===== src/rtl/semaforo_ctrl.sv =====
// semaforo_ctrl: four-approach traffic-light sequencer (green -> yellow -> all-red, 0->1->2->3).
// Optional flashing-yellow mode is compiled in when SEMAFORO_FLASH_EN is defined; without it
// dest_esp32 is ignored and flash_o is tied low.
module semaforo_ctrl #(
  parameter int unsigned TICKS_PER_S = 27_000_000,
  parameter int unsigned YELLOW_S    = 3,
  parameter int unsigned ALLRED_S    = 1,
  parameter int unsigned MIN_GREEN_S = 2
) (
  input  logic        clk,
  input  logic        rst,
  input  logic [4:0]  ciclo_esp32,
  input  logic        dest_esp32,
  output logic [11:0] semaforos,
  output logic [1:0]  fase,
  output logic        flash_o
);

  localparam int unsigned SubW = (TICKS_PER_S > 1) ? $clog2(TICKS_PER_S) : 1;
  localparam logic [SubW-1:0] SubLast = SubW'(TICKS_PER_S - 1);
  localparam logic [4:0] YellowLast = 5'(YELLOW_S - 1);
  localparam logic [4:0] AllRedLast = 5'(ALLRED_S - 1);
  localparam logic [4:0] MinGreen   = 5'(MIN_GREEN_S);

  // Per-approach lamp encoding is {red, yellow, green}.
  localparam logic [11:0] LampsAllRed  = 12'h924;
  localparam logic [11:0] LampsFlashOn = 12'h492;
  localparam logic [2:0]  LampGreen    = 3'b001;
  localparam logic [2:0]  LampYellow   = 3'b010;

  typedef enum logic [2:0] {
    StInitRed,
    StGreen,
    StYellow,
    StAllRed
`ifdef SEMAFORO_FLASH_EN
    , StFlash
`endif
  } state_e;

  state_e          state_q;
  logic [SubW-1:0] sub_q;
  logic [4:0]      sec_q;
  logic [4:0]      g_len_q;
  logic [4:0]      ciclo_s1_q, ciclo_s2_q;
  logic [4:0]      g_new;
  logic            sub_end;

  // All approaches red except approach idx, which shows rgb.
  function automatic logic [11:0] lamp_one(input logic [1:0] idx, input logic [2:0] rgb);
    logic [11:0] v;
    v = LampsAllRed;
    unique case (idx)
      2'd0: v[2:0]  = rgb;
      2'd1: v[5:3]  = rgb;
      2'd2: v[8:6]  = rgb;
      2'd3: v[11:9] = rgb;
      default: v = LampsAllRed;
    endcase
    return v;
  endfunction

  // Two-flop synchroniser for the green-time setting.
  always_ff @(posedge clk or negedge rst) begin
    if (!rst) begin
      ciclo_s1_q <= '0;
      ciclo_s2_q <= '0;
    end else begin
      ciclo_s1_q <= ciclo_esp32;
      ciclo_s2_q <= ciclo_s1_q;
    end
  end

`ifdef SEMAFORO_FLASH_EN
  logic dest_s1_q, dest_s2_q;
  logic flash_q;

  // Two-flop synchroniser for the flash request.
  always_ff @(posedge clk or negedge rst) begin
    if (!rst) begin
      dest_s1_q <= 1'b0;
      dest_s2_q <= 1'b0;
    end else begin
      dest_s1_q <= dest_esp32;
      dest_s2_q <= dest_s1_q;
    end
  end

  assign flash_o = flash_q;
`else
  logic unused_dest;
  assign unused_dest = dest_esp32;
  assign flash_o     = 1'b0;
`endif

  // Green length for the phase about to start, clamped to the minimum.
  always_comb begin
    g_new = ciclo_s2_q;
    if (ciclo_s2_q < MinGreen) g_new = MinGreen;
  end

  assign sub_end = (sub_q == SubLast);

  // Sequencer: state, timers and registered lamp/phase outputs.
  always_ff @(posedge clk or negedge rst) begin
    if (!rst) begin
      state_q   <= StInitRed;
      sub_q     <= '0;
      sec_q     <= '0;
      g_len_q   <= MinGreen;
      semaforos <= LampsAllRed;
      fase      <= 2'd0;
`ifdef SEMAFORO_FLASH_EN
      flash_q   <= 1'b0;
`endif
    end else begin
      // Free-running timer; every state change below clears it.
      if (sub_end) begin
        sub_q <= '0;
        sec_q <= sec_q + 5'd1;
      end else begin
        sub_q <= sub_q + 1'b1;
      end

      case (state_q)
        StInitRed: begin
          if (sub_end && sec_q == AllRedLast) begin
            state_q   <= StGreen;
            fase      <= 2'd0;
            semaforos <= lamp_one(2'd0, LampGreen);
            g_len_q   <= g_new;
            sub_q     <= '0;
            sec_q     <= '0;
          end
        end
        StGreen: begin
          if (sub_end && sec_q == g_len_q - 5'd1) begin
            state_q   <= StYellow;
            semaforos <= lamp_one(fase, LampYellow);
            sub_q     <= '0;
            sec_q     <= '0;
          end
        end
        StYellow: begin
          if (sub_end && sec_q == YellowLast) begin
            state_q   <= StAllRed;
            semaforos <= LampsAllRed;
            sub_q     <= '0;
            sec_q     <= '0;
          end
        end
        StAllRed: begin
          if (sub_end && sec_q == AllRedLast) begin
            sub_q <= '0;
            sec_q <= '0;
`ifdef SEMAFORO_FLASH_EN
            if (dest_s2_q) begin
              state_q   <= StFlash;
              semaforos <= LampsFlashOn;
              flash_q   <= 1'b1;
            end else
`endif
            begin
              state_q   <= StGreen;
              fase      <= fase + 2'd1;
              semaforos <= lamp_one(fase + 2'd1, LampGreen);
              g_len_q   <= g_new;
            end
          end
        end
`ifdef SEMAFORO_FLASH_EN
        StFlash: begin
          // Even seconds are ON, odd seconds OFF; exit is only considered after an OFF second.
          if (sub_end) begin
            if (sec_q[0]) begin
              if (!dest_s2_q) begin
                state_q   <= StAllRed;
                semaforos <= LampsAllRed;
                flash_q   <= 1'b0;
                sub_q     <= '0;
                sec_q     <= '0;
              end else begin
                semaforos <= LampsFlashOn;
              end
            end else begin
              semaforos <= 12'h000;
            end
          end
        end
`endif
        default: begin
          state_q   <= StInitRed;
          semaforos <= LampsAllRed;
          sub_q     <= '0;
          sec_q     <= '0;
        end
      endcase
    end
  end

endmodule


===== config.mk =====
export PLATFORM = sky130hd
export DESIGN_NAME = semaforo_ctrl
export DESIGN_NICKNAME = d
export VERILOG_FILES = /design/src/rtl/semaforo_ctrl.sv
export SDC_FILE = /design/constraint.sdc
export NUM_CORES = 1
export LEC_CHECK = 0
export ABC_CLOCK_PERIOD_IN_PS = 6450
export CAP_MARGIN = 5
export CORE_ASPECT_RATIO = 0.9
export CORE_UTILIZATION = 40
export DETAILED_ROUTE_END_ITERATION = 12
export DONT_BUFFER_PORTS = 1
export PLACE_DENSITY = 0.51
export SETUP_SLACK_MARGIN = 0.15
export SLEW_MARGIN = 20
export SYNTH_ARGS = -nofsm -noshare
export SYNTH_HDL_FRONTEND = slang
export SYNTH_SLANG_ARGS = --single-unit

===== constraint.sdc =====
create_clock -name clk -period 6.45 [get_ports clk]
set_clock_uncertainty 0.05 [all_clocks]
set_input_delay 1.29 -clock clk [delete_from_list [all_inputs] [get_ports clk]]
set_output_delay 1.29 -clock clk [all_outputs]
set_load 0.01 [all_outputs]

Yosys cells after proc, flatten, opt, wreduce, memory -nomap -nowiden. Cells that the tools add are included.

Register bits: 62. Output and inout bits: 15. Word-level logic and storage cells: 74.

Add/subtract/negate cells: 4. Order comparisons: 1. Equal/unequal tests: 17. Mux-type cells: 31. Reduce and logical (&&, ||, !) cells: 13.

Operators with widths (count): 25-bit 2-to-1 mux (4); 25-bit case mux with 3 select lines (1); 12-bit 2-to-1 mux (4); 12-bit case mux with 4 select lines (1); 3-bit 2-to-1 mux (11); 25-bit by 1-bit adder with 25-bit output, second input constant (1); 25-bit == test, second input constant (1); 5-bit 2-to-1 mux (5); 5-bit case mux with 3 select lines (1); 3-bit case mux with 3 select lines (1); 2-bit == test, second input constant (4); 2-bit inequality test, second input constant (4); 3-bit by 2-bit == test with 1-bit output, second input constant (2); 3-bit AND reduction (2); 5-bit by 1-bit adder with 5-bit output, second input constant (1); 5-bit by 2-bit == test with 1-bit output, second input constant (1); 5-bit == test (1); 5-bit zero test (1); 5-bit by 2-bit less-than comparator with 1-bit output, second input constant (1); 5-bit by 1-bit subtractor with 5-bit output, second input constant (1); 2-bit by 1-bit == test with 1-bit output, second input constant (2); 2-bit zero test (2); 2-bit 2-to-1 mux (2); 2-bit case mux with 2 select lines (1); 9 further kinds (11).

Longest topological paths before layout. Gate-level depths: netlist (run 1).

Depth after elaboration: 5. Depth in mapped cells: 9. Mapped depth without buffers: 8.

Worst setup path before layout (run 1). No wires, ideal clock.

Path type: reg2reg. Start point: reg g_len_q[1]. End point: reg semaforos[10]. Library setup time: 0.121 ns. Data arrival time: 2.329 ns. Required time: 6.279 ns. Path slack: 3.950 ns. Stages on the path, launching flop included: 9. Period minus slack after synthesis: 2.500 ns. Path through: dfstp_2 inv_1 ha_1 or3_1 a311oi_2 a21oi_2 or3_1 buf_2 a22o_1.

Cells in the longest elaborated chain, start to end: 5.

Ends and longest elaborated chain: start, declared (RTL line 44) `logic [4:0] g_len_q;`; start signal, assigned (RTL line 110) `g_len_q <= MinGreen;`; start signal, assigned (RTL line 131) `g_len_q <= g_new;`; start signal, assigned (RTL line 167) `g_len_q <= g_new;`; 5-bit by 1-bit subtractor with 5-bit output (RTL line 137) `if (sub_end && sec_q == g_len_q - 5'd1) begin`; 5-bit == test (RTL line 137); 1-bit logical AND (RTL line 137); 2-bit inequality test (no source line); 4-bit AND reduction (no source line); end signal, assigned (RTL line 130) `semaforos <= lamp_one(2'd0, LampGreen);`; end signal, assigned (RTL line 139) `semaforos <= lamp_one(fase, LampYellow);`; end signal, assigned (RTL line 147) `semaforos <= LampsAllRed;`; end, declared (RTL line 14) `output logic [11:0] semaforos,`.

Every way passes these cells. A chain may end at the register's enable or synchronous reset.

Final worst setup path (run 1).
Start point: reg g_len_q[1]. End point: reg semaforos[3].

Same word-level chain as after synthesis.

==> flow_metrics.tcl, run 1 <==
set metrics [dict create \
    holdPathStages 0 \
    worstSetupEndpointType "flop" \
    dieHeight_um 84.0 \
    route.met3.wl_um 185 \
    final_net_count 303 \
    synthesis.area_mm2 0.00299 \
    cellPowerDensity_mw_per_mm2 246 \
    tritoncts "yes" \
    setup_tns_ns 0 \
    place.port_buffers 0 \
    worst_hold_path_type "flop to flop" \
    route.antenna.remaining_nets 0 \
    setup.worst_path.start_class "flop" \
    global_route_wire_length_before_repair_um 9630 \
    yosys_warnings 0 \
    grt_start_max_net_pins 62 \
    cts.repair_timing.setup_buffer_count 0 \
    cts_buffers 9 \
    grt_overflow 0 \
    number_of_synthesized_flops_with_an_enable_pin 0 \
    mean_area_per_synthesized_cell_um2 10.8 \
    ios 23 \
    first_iter_violations 43 \
    hold_violations 0 \
    timing.max_slew.rel_slack 0.461 \
    finalSetupViolCount 0 \
    critPathMaxStageDelay_ns 0.53 \
    number_of_antenna_violations_at_the_first_check_in_global_routing 0 \
    num_rows 29 \
    depth_of_the_critical_timing_path_with_buffers_and_inverters_included 7 \
    final.fill_count 685 \
    drt-pass1-iter-count 5 \
    number_of_buffers_between_clock_root_and_the_deepest_sink 2 \
    globalplace.congestion 0.781 \
    total_leakage_power_nw 1.50 \
    yosysSeqAreaShare 0.513 \
    synth_cell_types 47 \
    top_signal_layer_used "met4" \
    post-place-cells 363 \
    die_x_um 93.1 \
    antenna-diode-count 0 \
    layoutNonFillerInstCount 379 \
    synth.top_cell.area_share 0.469 \
    cpMaxStageDelayCell "sky130_fd_sc_hd__dfstp_2" \
    timing.critical_path.mode_cell "sky130_fd_sc_hd__or3_1" \
    synthesis.nets 299 \
    cts.repair.resized 0 \
    layout_commonest_cell "sky130_fd_sc_hd__dfrtp_1" \
    ys_ff_latch 61 \
    finalWorstPathRequiredPeriod_ns 2.74 \
    clock_insertion_delay_worst_skew_ns 0.34 \
    vdd.ir_drop.worst_uv 160 \
    critical_path_buf_inv_count 1 \
    cp_data_arrival_time_ns 2.93 \
    clk_pin_slew_worst_paths_ns 0.08 \
    worstMarginPinSlew_ns 0.800 \
    ys.flop_type "sky130_fd_sc_hd__dfrtp_1" \
    met2_wirelength_um 2340 \
    post-route-period-util 0.425 \
    leading_cell_types_by_total_area_after_synthesis "sky130_fd_sc_hd__dfrtp_1 47%, sky130_fd_sc_hd__ha_1 5.9%, sky130_fd_sc_hd__xor2_1 5.9%, sky130_fd_sc_hd__nor2_1 5.5%, sky130_fd_sc_hd__dfstp_2 4.4%" \
    holdWs_ns 0.297 \
    core_mm2 0.00715 \
    cts_hold_buf 0 \
    syn_to_final_growth_pct 10.7 \
    ff2ff_path_depth 7 \
    clock-root-buffer "sky130_fd_sc_hd__clkbuf_8" \
    first_global_vias 1964 \
    initial_core_util 0.418 \
    tritoncts_num_sinks 61 \
    track_usage 0.161 \
    rsz0062_at_grt "false" \
    timing.critical_path.fanout_max 7 \
    routed_via_density 5.17 \
    syn_inst_count 277 \
    outcome "finished, final reports clean" \
    synth-async-reset-ratio 1.00 \
    most_frequent_cells_in_the_layout "56 x sky130_fd_sc_hd__dfrtp_1, 44 x sky130_fd_sc_hd__nor2_1, 20 x sky130_fd_sc_hd__xor2_1" \
    met1_wire_length_um 2800 \
    cp_cell_sequence "inv_1, ha_1, or3_1, a311oi_2, a21oi_2, or3_1, a22o_1" \
    drcViolationCount 0 \
    worst_path_dominant_cell_family "compound AO/OA/AOI/OAI gates" \
    cp_data_required_time_ns 6.64 \
    dieArea_mm2 0.00781 \
    num_vias 1958 \
    route.detailed.wl_per_inst_um 14.2 \
    maxCapViolations 0 \
    detailedPlacementHpwl_um 3660 \
    final_layout_size_suffix_gt1_frac 0.112 \
    design_power_total_w 0.000812 \
    highest_clock_frequency_the_design_can_meet_mhz 365 \
    wirelength_um 5390 \
    synth_area_leader_cell "sky130_fd_sc_hd__dfrtp_1" \
    path_class "flop to flop" \
    htree_levels 3 \
    final-max-slew-violation-count 0 \
]
-- registers in the layout, indices dropped and copies added (netlist names) --
name	cells
semaforos	12
fase	2
sec_q	5
ciclo_s2_q	5
state_q	2
sub_q	25
g_len_q	5
ciclo_s1_q	5
-- per-stage QoR --
step,util,area (um^2),setup slack (ns)
floorplan,-,2990,3.95
global placement,0.428,3060,3.74
detailed placement,0.428,3060,3.72
CTS,0.462,3310,3.70
global route,0.462,3310,3.55
finish,0.462,3310,3.71
-- cells by family (layout without fill, tap and decap cells) --
kind of cell / count (synthesis) / after routing / share of synthesized area
buffers and inverters: 20 / 29 / 0.0306
adder cells (fa/ha/maj): 14 / 14 / 0.0587
XOR/XNOR: 32 / 32 / 0.0939
other: 1 / 1 / 0.00126
AO/OA/AOI/OAI: 30 / 30 / 0.0796
flip-flops: 61 / 61 / 0.513
AND/OR/NAND/NOR: 112 / 112 / 0.197
multiplexers: 7 / 7 / 0.0256
-- per-layer routing --
metal | GRT usage | up-vias
li1 | - | 961
met1 | 0.230 | 968
met2 | 0.223 | 23
met3 | 0.0592 | 6
met4 | 0.0587 | 0
met5 | 0 | -
-- final timing paths --
path / from / end / slack [ns]
setup reg to reg: g_len_q[1] / semaforos[3] / 3.71
min in group asynchronous: rst / semaforos[4] / 0.58
hold / removal: ciclo_s1_q[4] / ciclo_s2_q[4] / 0.30
hold reg to reg: ciclo_s1_q[4] / ciclo_s2_q[4] / 0.30
setup / recovery: g_len_q[1] / semaforos[3] / 3.71
max in group asynchronous: rst / semaforos[8] / 5.58
-- synth_stat cells (all sizes together) (4+ instances only) --
master / number
a22o: 8
buf: 4
ha: 14
dfrtp: 56
dfstp: 5
nand3: 14
nor2: 44
o21ai: 4
xor2: 20
mux2: 5
xnor2: 12
nand2: 14
inv: 13
and3: 5
o22a: 4
nor4: 4
nand4: 5
nor2b: 6
nor3: 5
-- power by group --
| part | internal, W | switching, W | total, W | leakage (nW) |
|---|---|---|---|---|
| clock network | 0.000267 | 0.000157 | 0.000425 | 0.127 |
| registers | 0.000386 | 0.00000110 | 0.000387 | 0.797 |
| logic | 0.000000369 | 0.000000564 | 0.000000933 | 0.577 |
| total | 0.000653 | 0.000159 | 0.000812 | 1.50 |
-- area by class of cell --
type                    count  area (um^2)  area share
clock buffers              10          138      0.0416
flip-flops and latches     61         1530       0.464
multi-input cells         196         1360       0.412
inverters                  13         48.8      0.0148
well taps                  93          116      0.0352
clock inverters             6          109      0.0329
Power figures use the tool's default switching activity.
==> inputs of run 2 (changes only) <==
ABC_CLOCK_PERIOD_IN_PS = 2200   (was 6450)
PLACE_DENSITY = 0.53   (was 0.51)
clock period = 2.2 ns   (was 6.45 ns; I/O delays follow)
==> flow_metrics.tcl, run 2 (synthesis results as in run 1) <==
set metrics [dict create \
    outcome "complete, but fails checks" \
    violated_checks "negative setup slack" \
    layout_commonest_cell "sky130_fd_sc_hd__dfrtp_1" \
    routed_via_density 5.03 \
    final-max-slew-violation-count 0 \
    final_layout_size_suffix_gt1_frac 0.396 \
    num_rows 29 \
    global_route_wire_length_before_repair_um 11000 \
    cp_data_required_time_ns 2.37 \
    critPathMaxStageDelay_ns 0.54 \
    grt_overflow 0 \
    timing.critical_path.fanout_max 3 \
    final_design_area_no_fill_mm2 0.00424 \
    power.sequential.fraction 0.462 \
    route.antenna.remaining_nets 0 \
    grt_start_max_net_pins 62 \
    core_mm2 0.00715 \
    drcViolationCount 0 \
    clock_share_of_power 0.525 \
    drt-pass1-iter-count 4 \
    globalplace.congestion 0.753 \
    top_register "sub_q" \
    post-route-util 0.593 \
    syn_to_final_growth_pct 41.9 \
    num_vias 2235 \
    clock_insertion_delay_worst_skew_ns 0.35 \
    finalWorstPathRequiredPeriod_ns 2.28 \
    first_global_vias 2251 \
    cp_cell_sequence "inv_2, ha_4, or3_1, a311oi_2, a21oi_2, buf_4, nor3_4, mux2_4" \
    detailedPlacementHpwl_um 3970 \
    hold_violations 0 \
    die_x_um 93.1 \
    tritoncts "yes" \
    setup.worst_path.start_class "flop" \
    final_net_count 368 \
    internal_power_w 0.00199 \
    finalSetupViolCount 17 \
    initial_core_util 0.418 \
    wirelength_um 6330 \
    post-place-cells 410 \
    antenna-diode-count 0 \
    worstSetupEndpointType "flop" \
    htree_levels 3 \
    largest_reg_flops 25 \
    p_sw_w 0.000468 \
    holdWs_ns 0.0652 \
    power_switching_share 0.191 \
    layoutNonFillerInstCount 444 \
    place.port_buffers 0 \
    dieHeight_um 84.0 \
    design_power_total_w 0.00245 \
    dieArea_mm2 0.00781 \
    number_of_antenna_violations_at_the_first_check_in_global_routing 0 \
    tritoncts_num_sinks 61 \
    vdd.ir_drop.worst_uv 299 \
    path_class "flop to flop" \
    cp_data_arrival_time_ns 2.45 \
    comb_power_share 0.013 \
    most_frequent_cells_in_the_layout "56 x sky130_fd_sc_hd__dfrtp_1, 47 x sky130_fd_sc_hd__buf_4, 19 x sky130_fd_sc_hd__xor2_1, 17 x sky130_fd_sc_hd__nor2_4" \
    ios 23 \
    cellPowerDensity_mw_per_mm2 579 \
    dpl_cell_area_mm2 0.00347 \
    highest_clock_frequency_the_design_can_meet_mhz 439 \
    total_leakage_power_nw 1.87 \
    rsz0062_at_grt "true" \
    cts_buffers 9 \
    worst_hold_path_type "input pin to flop" \
    number_of_buffers_between_clock_root_and_the_deepest_sink 2 \
    route.detailed.wl_per_inst_um 14.3 \
    post-route-period-util 1.04 \
    first_iter_violations 46 \
    fin_ws_ns -0.0779 \
    clk_pin_slew_worst_paths_ns 0.07 \
    maxCapViolations 0 \
    track_usage 0.183 \
    reg_top3 "sub_q: 25 flops, semaforos: 12 flops" \
    cpMaxStageDelayCell "sky130_fd_sc_hd__dfstp_2" \
    clock-root-buffer "sky130_fd_sc_hd__clkbuf_8" \
]
==> run 2: cell count changes in the layout (fill, tap and decap cells not counted), sizes merged <==
cell,previous run,this run
clkbuf,10,13
dlygate4sd3,0,1
inv,14,13
clkinv,2,0
buf,0,64
==> run 2: repair_timing <==
action | CTS | global route
cloned | 3 | 0
gates resized for setup | 36 | 41
hold buffers | 2 | 0
endpoints found under the hold margin | 61 | 0
pin swaps | 21 | 19
setup endpoints to repair | 40 | 50
buffers inserted | 6 | 7
==> run 2: through the flow <==
| step | TNS (ns) | setup slack (ns) |
|---|---|---|
| finish | -0.790 | -0.0779 |
| global placement | -2.07 | -0.152 |
| floorplan | -0.994 | -0.125 |
| CTS | -1.08 | -0.0868 |
| detailed placement | -2.67 | -0.196 |
| global route | -5.71 | -0.190 |
==> run 2: final timing paths <==
path                           startpoint       endpoint  slack, ns  depth (start not counted)
setup / recovery               g_len_q[1]   semaforos[0]      -0.08                          8
hold / removal             ciclo_esp32[3]  ciclo_s1_q[3]       0.07                          0
setup reg to reg               g_len_q[1]   semaforos[0]      -0.08                          8
hold reg to reg             ciclo_s1_q[0]  ciclo_s2_q[0]       0.29                          0
max in group asynchronous             rst     g_len_q[1]       1.20                          2
min in group asynchronous             rst   semaforos[3]       0.58                          2
==> run 2: metal layers <==
| metal | up-vias | part of all wire | global-route usage |
|---|---|---|---|
| li1 | 1095 | - | - |
| met4 | 0 | 0.016 | 0.0755 |
| met2 | 25 | 0.48 | 0.279 |
| met3 | 9 | 0.023 | 0.0455 |
| met1 | 1106 | 0.48 | 0.248 |
| met5 | - | 0 | 0 |
==> run 2: power groups by stage <==
stage / logic, W / registers, W / clock network (W)
finish: 0.0000312 / 0.00113 / 0.00129
global route: 0.0000375 / 0.00113 / 0.00137
CTS: 0.0000334 / 0.00113 / 0.00132
detailed placement: 0.00000288 / 0.00116 / 0
global placement: 0.00000292 / 0.00116 / 0
floorplan: 0.00000385 / 0.00115 / 0
==> run 2: layout make-up <==
type	instances	area [um^2]
clock buffers	13	169
clock inverters	3	90.1
fillers	579	2910
inverters	13	48.8
multi-input cells	196	1640
flip-flops and latches	61	1530
well taps	93	116
repair buffers	65	637
==> run 2: critical path, delay by kind of cell, from the launching register on <==
kind / cells / cell delay, ns
mux: 1 / 0.31
fa+ha+maj: 1 / 0.15
simple gates: 2 / 0.45
flops: 1 / 0.54
compound gates: 2 / 0.44
buf+inv: 2 / 0.21
==> inputs of run 3 (changes only) <==
ABC_AREA = 1   (was not set)
==> flow_metrics.tcl, run 3 <==
set metrics [dict create \
    synth_area_leader_cell "sky130_fd_sc_hd__dfrtp_1" \
    finalWorstPathRequiredPeriod_ns 1.94 \
    outcome "finished, final reports clean" \
    core_mm2 0.00822 \
    cp_cell_sequence "inv_2, ha_4, xor2_1, o21ai_0, nor2_1, nand3_2, nand2_8, buf_6, nand4_1, nand2_1" \
    cp_data_required_time_ns 2.42 \
    global_route_wire_length_before_repair_um 13100 \
    worst_r2r_endpoint "semaforos[1]" \
    track_usage 0.186 \
    post-synth-top-count-cell "sky130_fd_sc_hd__nand2_1" \
    synth_cell_types 34 \
    syn_inst_count 454 \
    setup_tns_ns 0 \
    reg2reg_slack_ns 0.26 \
    synth_top_cells_by_count "126 x sky130_fd_sc_hd__nand2_1, 74 x sky130_fd_sc_hd__nor2_1, 56 x sky130_fd_sc_hd__dfrtp_1, 56 x sky130_fd_sc_hd__inv_1, 28 x sky130_fd_sc_hd__nand3_1" \
    cp_data_arrival_time_ns 2.16 \
    cts_buffers 9 \
    initial_core_util 0.421 \
    detailedPlacementHpwl_um 5560 \
    worst_setup_path_endpoint "semaforos[1]" \
    ys.flop_type "sky130_fd_sc_hd__dfrtp_1" \
    first_global_vias 2691 \
    ios 23 \
    first_iter_violations 199 \
    place_ws_ns 0.156 \
    ys_ff_latch 61 \
    grtUsageMet3 0.0490 \
    reg_top3 "sub_q: 25 flops, semaforos: 12 flops" \
    groute.layer.met1.usage 0.287 \
    cpMaxStageDelayCell "sky130_fd_sc_hd__dfstp_2" \
    dieHeight_um 90.2 \
    path_class "flop to flop" \
    grt_overflow 0 \
    synthesis.nets 476 \
    antenna-diode-count 0 \
    highest_clock_frequency_the_design_can_meet_mhz 516 \
    route.detailed.wl_per_inst_um 13.0 \
    depth_of_the_critical_timing_path_with_buffers_and_inverters_included 10 \
    num_rows 31 \
    ff2ff_path_depth 10 \
    setup.worst_path.start_class "flop" \
    synth-async-reset-ratio 1.00 \
    globalplace.congestion 0.845 \
    total_leakage_power_nw 1.87 \
    layout_commonest_cell "sky130_fd_sc_hd__nand2_1" \
    wirelength_um 7820 \
    synthesis.area_mm2 0.00346 \
    place.port_buffers 0 \
    clk_pin_slew_worst_paths_ns 0.07 \
    fin_ws_ns 0.262 \
    worst_hold_path_type "input pin to flop" \
    syn_to_final_growth_pct 15.7 \
    drcViolationCount 0 \
    vdd.ir_drop.worst_uv 307 \
    post-route-period-util 0.881 \
    final-max-slew-violation-count 0 \
    number_of_synthesized_flops_with_an_enable_pin 0 \
    number_of_antenna_violations_at_the_first_check_in_global_routing 0 \
    globalRoute.busiestLayer "met1" \
    final.fill_count 842 \
    routed_via_density 4.83 \
    hold_violations 0 \
    synth.top_cell.area_share 0.405 \
    num_vias 2900 \
    die_x_um 100 \
    startpoint "g_len_q[1]" \
    tritoncts_num_sinks 61 \
    rsz0062_at_grt "true" \
    yosysSeqAreaShare 0.443 \
    clock-root-buffer "sky130_fd_sc_hd__clkbuf_8" \
    critPathMaxStageDelay_ns 0.54 \
    post-route-util 0.486 \
    gr_met2_demand_resource 0.248 \
    tritoncts "yes" \
    worst_path_dominant_cell_family "simple AND/OR/NAND/NOR gates" \
    design_power_total_w 0.00213 \
    htree_levels 3 \
    dieArea_mm2 0.00902 \
    drt-pass1-iter-count 4 \
    top_register "sub_q" \
    critical_path_buf_inv_count 2 \
    timing.critical_path.fanout_max 8 \
    worstSetupEndpointType "flop" \
    launching_point_of_the_worst_reg2reg_path "g_len_q[1]" \
    largest_reg_flops 25 \
    holdWs_ns 0.0774 \
    yosys_warnings 0 \
    cellPowerDensity_mw_per_mm2 532 \
    maxCapViolations 0 \
    route.antenna.remaining_nets 0 \
    number_of_buffers_between_clock_root_and_the_deepest_sink 2 \
    clock_insertion_delay_worst_skew_ns 0.33 \
    grt_start_max_net_pins 62 \
    finalSetupViolCount 0 \
    most_frequent_cells_in_the_layout "123 x sky130_fd_sc_hd__nand2_1, 70 x sky130_fd_sc_hd__nor2_1, 56 x sky130_fd_sc_hd__dfrtp_1, 55 x sky130_fd_sc_hd__inv_1, 28 x sky130_fd_sc_hd__nand3_1" \
    leading_cell_types_by_total_area_after_synthesis "sky130_fd_sc_hd__dfrtp_1 41%, sky130_fd_sc_hd__nand2_1 14%, sky130_fd_sc_hd__nor2_1 8.0%, sky130_fd_sc_hd__inv_1 6.1%, sky130_fd_sc_hd__ha_1 5.1%" \
    final_net_count 502 \
    mean_area_per_synthesized_cell_um2 7.62 \
    final_layout_size_suffix_gt1_frac 0.146 \
]
==> run 3: worst min path at each step <==
| stage | from | endpoint | slack [ns] | depth (start not counted) |
|---|---|---|---|---|
| 6_report | ciclo_esp32[1] | ciclo_s1_q[1] | 0.08 | 0 |
| 5_1_grt | ciclo_esp32[1] | ciclo_s1_q[1] | 0.04 | 0 |
| 4_1_cts | ciclo_esp32[1] | ciclo_s1_q[1] | 0.06 | 0 |
| 3_5_place_dp | rst | sub_q[5] | 0.1 | 0 |
| 3_3_place_gp | rst | sub_q[12] | 0.1 | 0 |
| 2_1_floorplan | rst | ciclo_s1_q[0] | 0.09 | 0 |
==> run 3: where the power goes <==
part	total [W]	leakage (nW)	switching [W]	internal, W
Clock	0.000962	0.0931	0.000444	0.000518
Combinational	0.0000312	0.984	0.0000237	0.00000744
Sequential	0.00114	0.797	0.00000429	0.00113
Total	0.00213	1.87	0.000472	0.00166
==> run 3: cells by family after synthesis <==
group                    count (synthesis)  share of synthesized area
other                                    1                    0.00108
adder cells (fa/ha/maj)                 14                     0.0507
XOR/XNOR                                 8                     0.0203
AND/OR/NAND/NOR                        272                      0.349
buffers and inverters                   65                     0.0800
AO/OA/AOI/OAI                           33                     0.0557
flip-flops                              61                      0.443
==> run 3: final cells by class <==
type                       instances  area [um^2]  share of cell area
clock buffer                      11          131              0.0328
clock inverter                     5         52.6              0.0131
inverter                          58          218              0.0544
multi-input combinational        330         1740               0.435
sequential                        61         1530               0.383
tap                              115          144              0.0360
timing repair buffer              20          180              0.0450
==> run 3: per-stage QoR <==
stage          area (um^2)  std cells
2_1_floorplan         3460        454
3_3_place_gp          3630        573
3_5_place_dp          3630        573
4_1_cts               3850        591
5_1_grt               4000        600
6_report              4000        600
==> run 3: routing by layer <==
metal / share of wire / routed length [um]
met3: 0.036 / 279
met1: 0.54 / 4220
met5: 0 / 0
met4: 0.011 / 84
met2: 0.41 / 3240
==> run 3: what timing repair did <==
item,in CTS,in global routing
setup buffers,0,7
hold buffers,2,0
hold endpoints to repair,61,0
gates resized for setup,0,20
endpoints found under the setup margin,0,44
